$ cat src/rtl/pipemdu_if.sv
// Execute-stage MDU bus: operands/opcode/read selects in, HI/LO, result and stall out.
// Latency: none, wires only. Backpressure: estall returned to the pipeline hazard logic.
// master = pipeline side, slave = the multiply/divide unit.
interface pipemdu_if #(
    parameter int XLEN = 32
);
    logic [XLEN-1:0] ea;
    logic [XLEN-1:0] eb;
    logic [2:0]      emduop;
    logic            emfhi;
    logic            emflo;
    logic [XLEN-1:0] emdu_out;
    logic [XLEN-1:0] hi;
    logic [XLEN-1:0] lo;
    logic            busy;
    logic            estall;

    modport master (
        output ea, eb, emduop, emfhi, emflo,
        input  emdu_out, hi, lo, busy, estall
    );

    modport slave (
        input  ea, eb, emduop, emfhi, emflo,
        output emdu_out, hi, lo, busy, estall
    );
endinterface

$ cat src/rtl/pipemdu.sv
// Radix-2 iterative multiply/divide unit owning HI/LO for the execute stage.
// Latency: XLEN+1 edges from issue to HI/LO written (XLEN iterations plus a sign-fix edge).
// Backpressure: estall asserted while busy and the E-stage op needs the MDU or HI/LO.
module pipemdu #(
    parameter int XLEN = 32
) (
    input  logic     clk,
    input  logic     clrn,
    pipemdu_if.slave mdu
);
    localparam int CW = $clog2(XLEN + 1);

    typedef enum logic [1:0] {
        IDLE = 2'd0,
        RUN  = 2'd1,
        FIX  = 2'd2
    } state_t;

    state_t state, state_nxt;

    logic [CW-1:0]   count;
    logic [XLEN-1:0] acc;
    logic [XLEN-1:0] q;
    logic [XLEN-1:0] m;
    logic [XLEN-1:0] hi_r;
    logic [XLEN-1:0] lo_r;
    logic            is_div;
    logic            neg_res;
    logic            neg_rem;
    logic            div_zero;

    logic            op_vld;
    logic            op_div;
    logic            op_signed;
    logic            start;
    logic            sign_a;
    logic            sign_b;
    logic [XLEN-1:0] abs_a;
    logic [XLEN-1:0] abs_b;

    logic [XLEN:0]     mul_sum;
    logic [XLEN:0]     div_shift;
    logic [XLEN:0]     div_diff;
    logic [2*XLEN-1:0] prod;
    logic [2*XLEN-1:0] prod_fix;
    logic [XLEN-1:0]   fix_hi;
    logic [XLEN-1:0]   fix_lo;

    always_comb begin
        op_vld    = 1'b0;
        op_div    = 1'b0;
        op_signed = 1'b0;
        case (mdu.emduop)
            3'b001: begin op_vld = 1'b1; op_signed = 1'b1; end
            3'b010: begin op_vld = 1'b1; end
            3'b011: begin op_vld = 1'b1; op_div = 1'b1; op_signed = 1'b1; end
            3'b100: begin op_vld = 1'b1; op_div = 1'b1; end
            default: ;
        endcase
    end

    assign start  = (state == IDLE) && op_vld;
    assign sign_a = op_signed & mdu.ea[XLEN-1];
    assign sign_b = op_signed & mdu.eb[XLEN-1];
    assign abs_a  = sign_a ? -mdu.ea : mdu.ea;
    assign abs_b  = sign_b ? -mdu.eb : mdu.eb;

    // Multiply: acc:q is the running product, q starts as the multiplier.
    // Divide: acc is the partial remainder, q shifts the dividend out and quotient in.
    // Since acc < m every step, the XLEN-bit remainder never overflows.
    assign mul_sum   = {1'b0, acc} + (q[0] ? {1'b0, m} : '0);
    assign div_shift = {acc, q[XLEN-1]};
    assign div_diff  = div_shift - {1'b0, m};

    always_comb begin
        prod     = {acc, q};
        prod_fix = neg_res ? -prod : prod;
        fix_hi   = prod_fix[2*XLEN-1:XLEN];
        fix_lo   = prod_fix[XLEN-1:0];
        if (is_div) begin
            // Zero divisor leaves the dividend magnitude in acc; neg_rem restores its sign.
            fix_hi = neg_rem ? -acc : acc;
            fix_lo = div_zero ? '1 : (neg_res ? -q : q);
        end
    end

    always_ff @(posedge clk or negedge clrn) begin
        if (!clrn) begin
            state <= IDLE;
        end else begin
            state <= state_nxt;
        end
    end

    always_comb begin
        state_nxt = state;
        case (state)
            IDLE:    if (start) state_nxt = RUN;
            RUN:     if (count == CW'(1)) state_nxt = FIX;
            FIX:     state_nxt = IDLE;
            default: state_nxt = IDLE;
        endcase
    end

    always_ff @(posedge clk or negedge clrn) begin
        if (!clrn) begin
            count    <= '0;
            acc      <= '0;
            q        <= '0;
            m        <= '0;
            hi_r     <= '0;
            lo_r     <= '0;
            is_div   <= 1'b0;
            neg_res  <= 1'b0;
            neg_rem  <= 1'b0;
            div_zero <= 1'b0;
        end else begin
            case (state)
                IDLE: begin
                    if (start) begin
                        count    <= CW'(XLEN);
                        acc      <= '0;
                        q        <= op_div ? abs_a : abs_b;
                        m        <= op_div ? abs_b : abs_a;
                        is_div   <= op_div;
                        neg_res  <= sign_a ^ sign_b;
                        neg_rem  <= sign_a;
                        div_zero <= op_div && (mdu.eb == '0);
                    end
                end
                RUN: begin
                    count <= count - CW'(1);
                    if (is_div) begin
                        if (!div_diff[XLEN]) begin
                            acc <= div_diff[XLEN-1:0];
                            q   <= {q[XLEN-2:0], 1'b1};
                        end else begin
                            acc <= div_shift[XLEN-1:0];
                            q   <= {q[XLEN-2:0], 1'b0};
                        end
                    end else begin
                        acc <= mul_sum[XLEN:1];
                        q   <= {mul_sum[0], q[XLEN-1:1]};
                    end
                end
                FIX: begin
                    hi_r <= fix_hi;
                    lo_r <= fix_lo;
                end
                default: ;
            endcase
        end
    end

    assign mdu.busy     = (state != IDLE);
    assign mdu.estall   = mdu.busy & (op_vld | mdu.emfhi | mdu.emflo);
    assign mdu.hi       = hi_r;
    assign mdu.lo       = lo_r;
    assign mdu.emdu_out = mdu.emfhi ? hi_r : (mdu.emflo ? lo_r : '0);
endmodule
$ cat src/flat_wrapper.sv
// flat-port wrapper written by rule: the top's interface ports become plain ports
module pipemdu_flat 
#(
    parameter int XLEN = 32
)
  (clk, clrn, mdu_ea, mdu_eb, mdu_emduop, mdu_emfhi, mdu_emflo, mdu_emdu_out, mdu_hi, mdu_lo, mdu_busy, mdu_estall);
  pipemdu_if #(.XLEN(XLEN)) mdu_i ();
  input  logic clk;
  input  logic clrn;
  input wire logic [$bits(mdu_i.ea)-1:0] mdu_ea;
  input wire logic [$bits(mdu_i.eb)-1:0] mdu_eb;
  input wire logic [$bits(mdu_i.emduop)-1:0] mdu_emduop;
  input wire logic [$bits(mdu_i.emfhi)-1:0] mdu_emfhi;
  input wire logic [$bits(mdu_i.emflo)-1:0] mdu_emflo;
  output wire logic [$bits(mdu_i.emdu_out)-1:0] mdu_emdu_out;
  output wire logic [$bits(mdu_i.hi)-1:0] mdu_hi;
  output wire logic [$bits(mdu_i.lo)-1:0] mdu_lo;
  output wire logic [$bits(mdu_i.busy)-1:0] mdu_busy;
  output wire logic [$bits(mdu_i.estall)-1:0] mdu_estall;
  assign mdu_i.ea = mdu_ea;
  assign mdu_i.eb = mdu_eb;
  assign mdu_i.emduop = mdu_emduop;
  assign mdu_i.emfhi = mdu_emfhi;
  assign mdu_i.emflo = mdu_emflo;
  assign mdu_emdu_out = mdu_i.emdu_out;
  assign mdu_hi = mdu_i.hi;
  assign mdu_lo = mdu_i.lo;
  assign mdu_busy = mdu_i.busy;
  assign mdu_estall = mdu_i.estall;
  pipemdu #(.XLEN(XLEN)) u_core (.clk(clk), .clrn(clrn), .mdu(mdu_i));
endmodule
$ cat config.mk
export PLATFORM = sky130hd
export DESIGN_NAME = pipemdu_flat
export DESIGN_NICKNAME = d
export VERILOG_FILES = /design/src/rtl/pipemdu_if.sv /design/src/rtl/pipemdu.sv /design/src/flat_wrapper.sv
export SDC_FILE = /design/constraint.sdc
export NUM_CORES = 1
export LEC_CHECK = 0
export ABC_CLOCK_PERIOD_IN_PS = 4100
export CAP_MARGIN = 5
export CORE_MARGIN = 3
export CORE_UTILIZATION = 58
export CTS_BUF_LIST = sky130_fd_sc_hd__clkbuf_8 sky130_fd_sc_hd__clkbuf_16
export DETAILED_ROUTE_END_ITERATION = 10
export GPL_ROUTABILITY_DRIVEN = 0
export GPL_TIMING_DRIVEN = 0
export PLACE_DENSITY = 0.8
export SYNTH_ARGS = -nofsm -noshare
export SYNTH_HDL_FRONTEND = slang
export SYNTH_SLANG_ARGS = --single-unit
$ cat constraint.sdc
create_clock -name clk -period 4.1 [get_ports clk]
set_input_delay 0.82 -clock clk [delete_from_list [all_inputs] [get_ports clk]]
set_output_delay 0.82 -clock clk [all_outputs]
set_load 0.01 [all_outputs]
After elaboration in Yosys (flattened, before gate mapping). Index checks and enable logic that the tools add are counted.

Eq/ne operators: 9. Mux-type cells: 29. Reduce and logical (&&, ||, !) cells: 12. Add/subtract/negate cells: 8. Bitwise gates (word level): 6.

Operators by type and width (count): 32-bit two-way mux (17); 32-bit negation (4); 32-bit one-hot mux with 2 select lines (2); 64-bit two-way mux (1); 64-bit negation (1); 32-bit by 33-bit adder with 33-bit output (1); 33-bit by 32-bit subtractor with 33-bit output (1); 32-bit zero test (1); 6-bit one-hot mux with 2 select lines (1); 3-bit by 2-bit == test with 1-bit output (second input constant) (2); 6-bit by 1-bit == test with 1-bit output (second input constant) (1); 6-bit two-way mux (1); 2-bit AND reduction (3); 6-bit by 1-bit subtractor with 6-bit output (second input constant) (1); 1-bit two-way mux (4); 2-bit two-way mux (2); 2-bit by 1-bit != test with 1-bit output (second input constant) (2); 2-bit one-hot mux with 2 select lines (1); 2-bit nonzero test (2); 2-bit OR reduction (2); 4-bit OR reduction (1); 1-bit bitwise AND (3); 3-bit by 1-bit == test with 1-bit output (second input constant) (1); 3-bit == test (second input constant) (1); other kinds (6) (8).

Input bits: 71. Logic and storage cells: 75. Output and inout bits: 98. Register bits after elaboration: 172.

Logic depth before layout (Yosys ltp).
Word-level depth: 8. Mapped depth: 15. Depth with buffers taken out: 14.

Worst setup path after synthesis. No wires, ideal clock.

Kind: register to register. From: register u_core.q[31]. To: register u_core.acc[28]. Setup time: 0.126 ns. Period minus slack after synthesis: 3.312 ns. Path buffers: 1. Arrival time: 3.186 ns. Path slack: 0.788 ns. Cell stages (with the launch flop): 15. Data required time: 3.974 ns. Path through: dfrtp_1 > inv_1 > ha_1 > fa_1 > nor2b_1 > o31ai_1 > a21oi_1 > nand2_1 > a2111o_1 > and2_1 > a311oi_2 > buf_2 > mux2i_1 > nor2_1 > a221o_1.

Longest elaborated chain between the ends: 4.

Ends and longest elaborated chain: start: declaration (line pipemdu.sv:23) `logic [XLEN-1:0] q;`; start signal: assignment (line pipemdu.sv:123) `q <= op_div ? abs_a : abs_b;`; start signal: assignment (line pipemdu.sv:136) `q <= {q[XLEN-2:0], 1'b1};`; start signal: assignment (line pipemdu.sv:139) `q <= {q[XLEN-2:0], 1'b0};`; 33-bit by 32-bit subtractor with 33-bit output (line pipemdu.sv:73) `assign div_diff = div_shift - {1'b0, m};`; 32-bit two-way mux (line pipemdu.sv:134) `if (!div_diff[XLEN]) begin`; 32-bit two-way mux (line pipemdu.sv:133) `if (is_div) begin`; 32-bit one-hot mux with 2 select lines (line pipemdu.sv:118) `case (state)`; end signal: assignment (line pipemdu.sv:135) `acc <= div_diff[XLEN-1:0];`; end signal: assignment (line pipemdu.sv:138) `acc <= div_shift[XLEN-1:0];`; end signal: assignment (line pipemdu.sv:142) `acc <= mul_sum[XLEN:1];`; end: declaration (line pipemdu.sv:22) `logic [XLEN-1:0] acc;`.

Every way passes these cells. A chain may end at the register's enable or synchronous reset.

Worst setup path in the final report.
From: register u_core.q[0]. To: register u_core.acc[28].

Longest elaborated chain between the ends: 4.

Ends and longest elaborated chain: 32-bit two-way mux (line pipemdu.sv:71) `assign mul_sum = {1'b0, acc} + (q[0] ? {1'b0, m} : '0);`; 32-bit by 33-bit adder with 33-bit output (line pipemdu.sv:71); 32-bit two-way mux (line pipemdu.sv:133); 32-bit one-hot mux with 2 select lines (line pipemdu.sv:118).

Every way passes these cells.

==> flow_summary.yaml <==
timing:
  maxSlewHeadroom: 0.441
  finalWorstPathRequiredPeriod_ns: 4.03
  tightest_slew_ns: 0.839
  hold_viol: 0
  finClkSkew_ns: 0.0129
  fmax_mhz: 248
  finalSetupViolations: 0
  maxSlewViolCount: 0
  fin_crit_sh: 0.982
  setup_tns_ns: 0
clock_network:
  cts_tree: "built"
  ctsHoldBuffers: 0
  clk_latency_ns: 0.44
  cts-root-buf: "clkbuf_16"
  clk_pin_slew_ns: 0.08
  numCtsBuffers: 17
  cts_buffer_depth: 2
  numClockSinks: 172
  htree_levels: 4
drt:
  drt-wirelength-per-cell_um: 21.7
  via_per_inst: 6.59
  drtIter0Drc: 1989
  drc_errors: 0
  dr_total_vias: 15700
  wirelength_mm: 51.9
  drtPass1Iterations: 8
  antenna_left: 0
final_layout:
  fill_cells: 2038
  drive_above_1_share: 0.0431
  n_antenna_cell: 0
  area_growth_pct: 19.1
  nNetsFinal: 2195
  stdcell_count: 2389
  postLayoutCoreUtil: 0.713
global_route:
  grt_max_degree: 109
  grtUsageTotal: 0.371
  grt_pass1_wl_mm: 79.0
  grt_pass1_vias: 14500
  gr-total-overflow: 0
  antenna_found_initial: 0
synth:
  synth_mux_area_frac: 0.0300
  yosysSeqAreaShare: 0.292
  synth_top_family_by_area: "compound AO/OA/AOI/OAI gates"
  synth_compound_area_frac: 0.273
  synth_simple_gate_area_frac: 0.186
  synth_edf_count: 0
  synthDistinctLibCells: 92
  synth-adder-area-share: 0.0620
  syn-instance-count: 1863
  synth_seq_cells: 172
  synth_area_per_cell_sq_um: 7.92
  syn_area_sq_um: 14800
  ys.flop_type: "dfrtp_1"
  async_flop_share: 1.00
  synth-xor-area-share: 0.103
  syn_nets: 2006
  yosysWarnings: 0
pwr:
  irDropWorstVdd_uv: 464
  netSwitchingFraction: 0.515
  power_uw: 15900
  p_leak_uw: 0.00724
  p_int_uw: 7710
  clkPwrFrac: 0.111
  power_density_nw_per_um2: 903
  seqPwrFrac: 0.214
  combinationalPowerShare: 0.675
  power.switching_uw: 8180
setup_path:
  crit_start: "u_core.q[0]$_DFFE_PN0P_"
  slowest_delay_ns: 0.52
  r2r_start: "u_core.q[0]$_DFFE_PN0P_"
  ff2ff_path_depth: 13
  crit_required_ns: 4.42
  path_depth: 13
  cp_max_fo: 10
  path_class: "flip-flop to flip-flop"
  crit_chain: "inv_2 -> clkbuf_2 -> nor2_1 -> ha_1 -> a21oi_1 -> o21ai_1 -> o2111a_1 -> o311ai_2 -> a21oi_1 -> o21ai_0 -> nand2b_1 -> a311o_1 -> a221o_1"
  crit_slowest_cell: "dfrtp_1"
  endpoint_kind: "flip-flop"
  cp-start-kind: "flip-flop"
  arrival_ns: 4.35
  r2r_slack_ns: 0.07
  critPathTopFamily: "compound AO/OA/AOI/OAI gates"
  cp_num_buf_inv: 2
  critPathCapture: "u_core.acc[28]$_DFFE_PN0P_"
  reg2reg_to: "u_core.acc[28]$_DFFE_PN0P_"
  worst_path_most_repeated_cell: "a21oi_1"
floorplanning:
  fp.dieH_um: 166
  coreArea_sq_um: 24700
  die-area_sq_um: 27400
  ioPinCount: 169
  fp.dieW_um: 166
  rows: 57
  start_util: 0.598
placement:
  hpwl_mm: 40.4
  dp.cells: 2355
  portBuffers: 167
run:
  maxCapViolations: 0
outcome:
  outcome: "finished, final reports clean"
min_path:
  hold_path_class: "primary input to asynchronous set/reset pin"
## power groups by stage
stage | registers, uW | clock network (uW) | logic (uW)
after floorplan | 3090 | 0 | 7320
after global placement | 3340 | 0 | 9940
after CTS | 3340 | 1750 | 10400
after global routing | 3460 | 1830 | 11600
after detailed placement | 3370 | 0 | 10200
final | 3400 | 1770 | 10700
## how the worst min path moves through the flow
stage / startpoint / endpoint / cells past startpoint / slack (ns)
2_1_floorplan: u_core.count[5]$_DFFE_PN0P_ / u_core.count[5]$_DFFE_PN0P_ / 1 / 0.45
3_3_place_gp: u_core.count[5]$_DFFE_PN0P_ / u_core.count[5]$_DFFE_PN0P_ / 1 / 0.47
3_5_place_dp: u_core.m[29]$_DFFE_PN0P_ / u_core.m[29]$_DFFE_PN0P_ / 2 / 0.48
4_1_cts: clrn / u_core.mdu.hi[4]$_DFFE_PN0N_ / 1 / 0.32
5_1_grt: clrn / u_core.mdu.hi[5]$_DFFE_PN0N_ / 1 / 0.33
6_report: clrn / u_core.mdu.hi[4]$_DFFE_PN0N_ / 1 / 0.30
## worst register-to-register path: cells and delay by family (launching register included)
family | cells | cell delay [ns]
adders and majority gates | 1 | 0.35
AOI/OAI and AO/OA | 8 | 2.30
and+or+nand+nor | 2 | 0.21
buffers and inverters | 2 | 0.53
DFF | 1 | 0.52
## routing by layer
metal | vias up | GRT usage | part of all wire
met5 | - | 0 | 0
met1 | 7356 | 0.474 | 0.39
met3 | 223 | 0.0868 | 0.11
li1 | 7106 | - | -
met4 | 0 | 0.189 | 0.057
met2 | 1064 | 0.588 | 0.44
## cell families (layout without fill, tap and decap cells)
| family | count (synthesis) | count (layout) |
|---|---|---|
| AOI/OAI and AO/OA | 635 | 635 |
| and+or+nand+nor | 577 | 577 |
| buffers and inverters | 190 | 392 |
| xor gates and xnor gates | 173 | 173 |
| DFF | 172 | 172 |
| adders and majority gates | 72 | 72 |
| muxes | 44 | 44 |
## synthesized netlist by cell type, types with 18 or more instances
| cell type | n | area share |
|---|---|---|
| a211oi_1 | 30 | 0.015 |
| a21o_1 | 26 | 0.013 |
| a21oi_1 | 164 | 0.056 |
| a22o_1 | 34 | 0.020 |
| a22oi_1 | 25 | 0.013 |
| a31oi_1 | 29 | 0.012 |
| clkbuf_1 | 97 | 0.025 |
| dfrtp_1 | 172 | 0.29 |
| ha_1 | 70 | 0.059 |
| inv_1 | 67 | 0.017 |
| mux2i_1 | 42 | 0.028 |
| nand2_1 | 182 | 0.046 |
| nand2b_1 | 27 | 0.011 |
| nand3_1 | 24 | 0.0081 |
| nor2_1 | 186 | 0.047 |
| nor3_1 | 38 | 0.013 |
| o211ai_1 | 31 | 0.016 |
| o21ai_0 | 175 | 0.059 |
| o31ai_1 | 18 | 0.0092 |
| xnor2_1 | 84 | 0.050 |
| xor2_1 | 89 | 0.053 |
## layout make-up
| type | instances | area (sq um) | area share |
|---|---|---|---|
| Inverter | 67 | 251 | 0.0143 |
| Buffer | 123 | 574 | 0.0327 |
| Clock buffer | 17 | 425 | 0.0242 |
| Timing Repair Buffer | 170 | 1720 | 0.0977 |
| Tap cell | 324 | 405 | 0.0230 |
| Clock inverter | 15 | 216 | 0.0123 |
| Sequential cell | 172 | 4310 | 0.245 |
| Multi-Input combinational cell | 1501 | 9690 | 0.551 |
## registers in the layout (all words and copies together), names as in the netlist
register / flops
u_core.acc: 32
u_core.m: 32
u_core.mdu.hi: 32
u_core.mdu.lo: 32
u_core.q: 32
u_core.count: 6
u_core.state: 2
u_core.div_zero: 1
u_core.is_div: 1
u_core.neg_rem: 1
u_core.neg_res: 1
## cells in the final DEF (no fill, tap or decap), types with 11 or more instances in the layout
| cell | n |
|---|---|
| a22oi_1 | 25 |
| nor4_1 | 17 |
| o21ai_0 | 175 |
| nand2_1 | 181 |
| a31oi_1 | 29 |
| clkbuf_1 | 95 |
| nand2b_1 | 27 |
| inv_1 | 66 |
| dfrtp_1 | 170 |
| a21oi_1 | 163 |
| clkbuf_16 | 17 |
| nor3_1 | 38 |
| xor2_1 | 89 |
| or3_1 | 16 |
| xnor2_1 | 84 |
| ha_1 | 70 |
| a22o_1 | 34 |
| nand3_1 | 24 |
| mux2i_1 | 42 |
| a21o_1 | 26 |
| a211oi_1 | 30 |
| o221ai_1 | 16 |
| nor2_1 | 186 |
| clkdlybuf4s50_1 | 166 |
| nand4_1 | 11 |
| o211ai_1 | 31 |
| o31ai_1 | 17 |
| and2_1 | 12 |
| nor2b_1 | 13 |
## metrics by stage
step	area [sq um]	worst slack, ns	hold slack, ns
after floorplan	14800	0.788	0.446
after global placement	16800	-4.72	0.467
after detailed placement	16900	-0.400	0.482
after CTS	17500	0.00382	0.323
after global routing	17600	-0.00787	0.334
final	17600	0.0721	0.300
## what timing repair did
action                                 4_1_cts  5_1_grt
gates resized for setup                      7       12
setup endpoints to repair                   33       34
endpoints found under the hold margin        0        0
pin swaps                                    1        1
buffers inserted                             0        2
(Power assumes the default switching activity.)
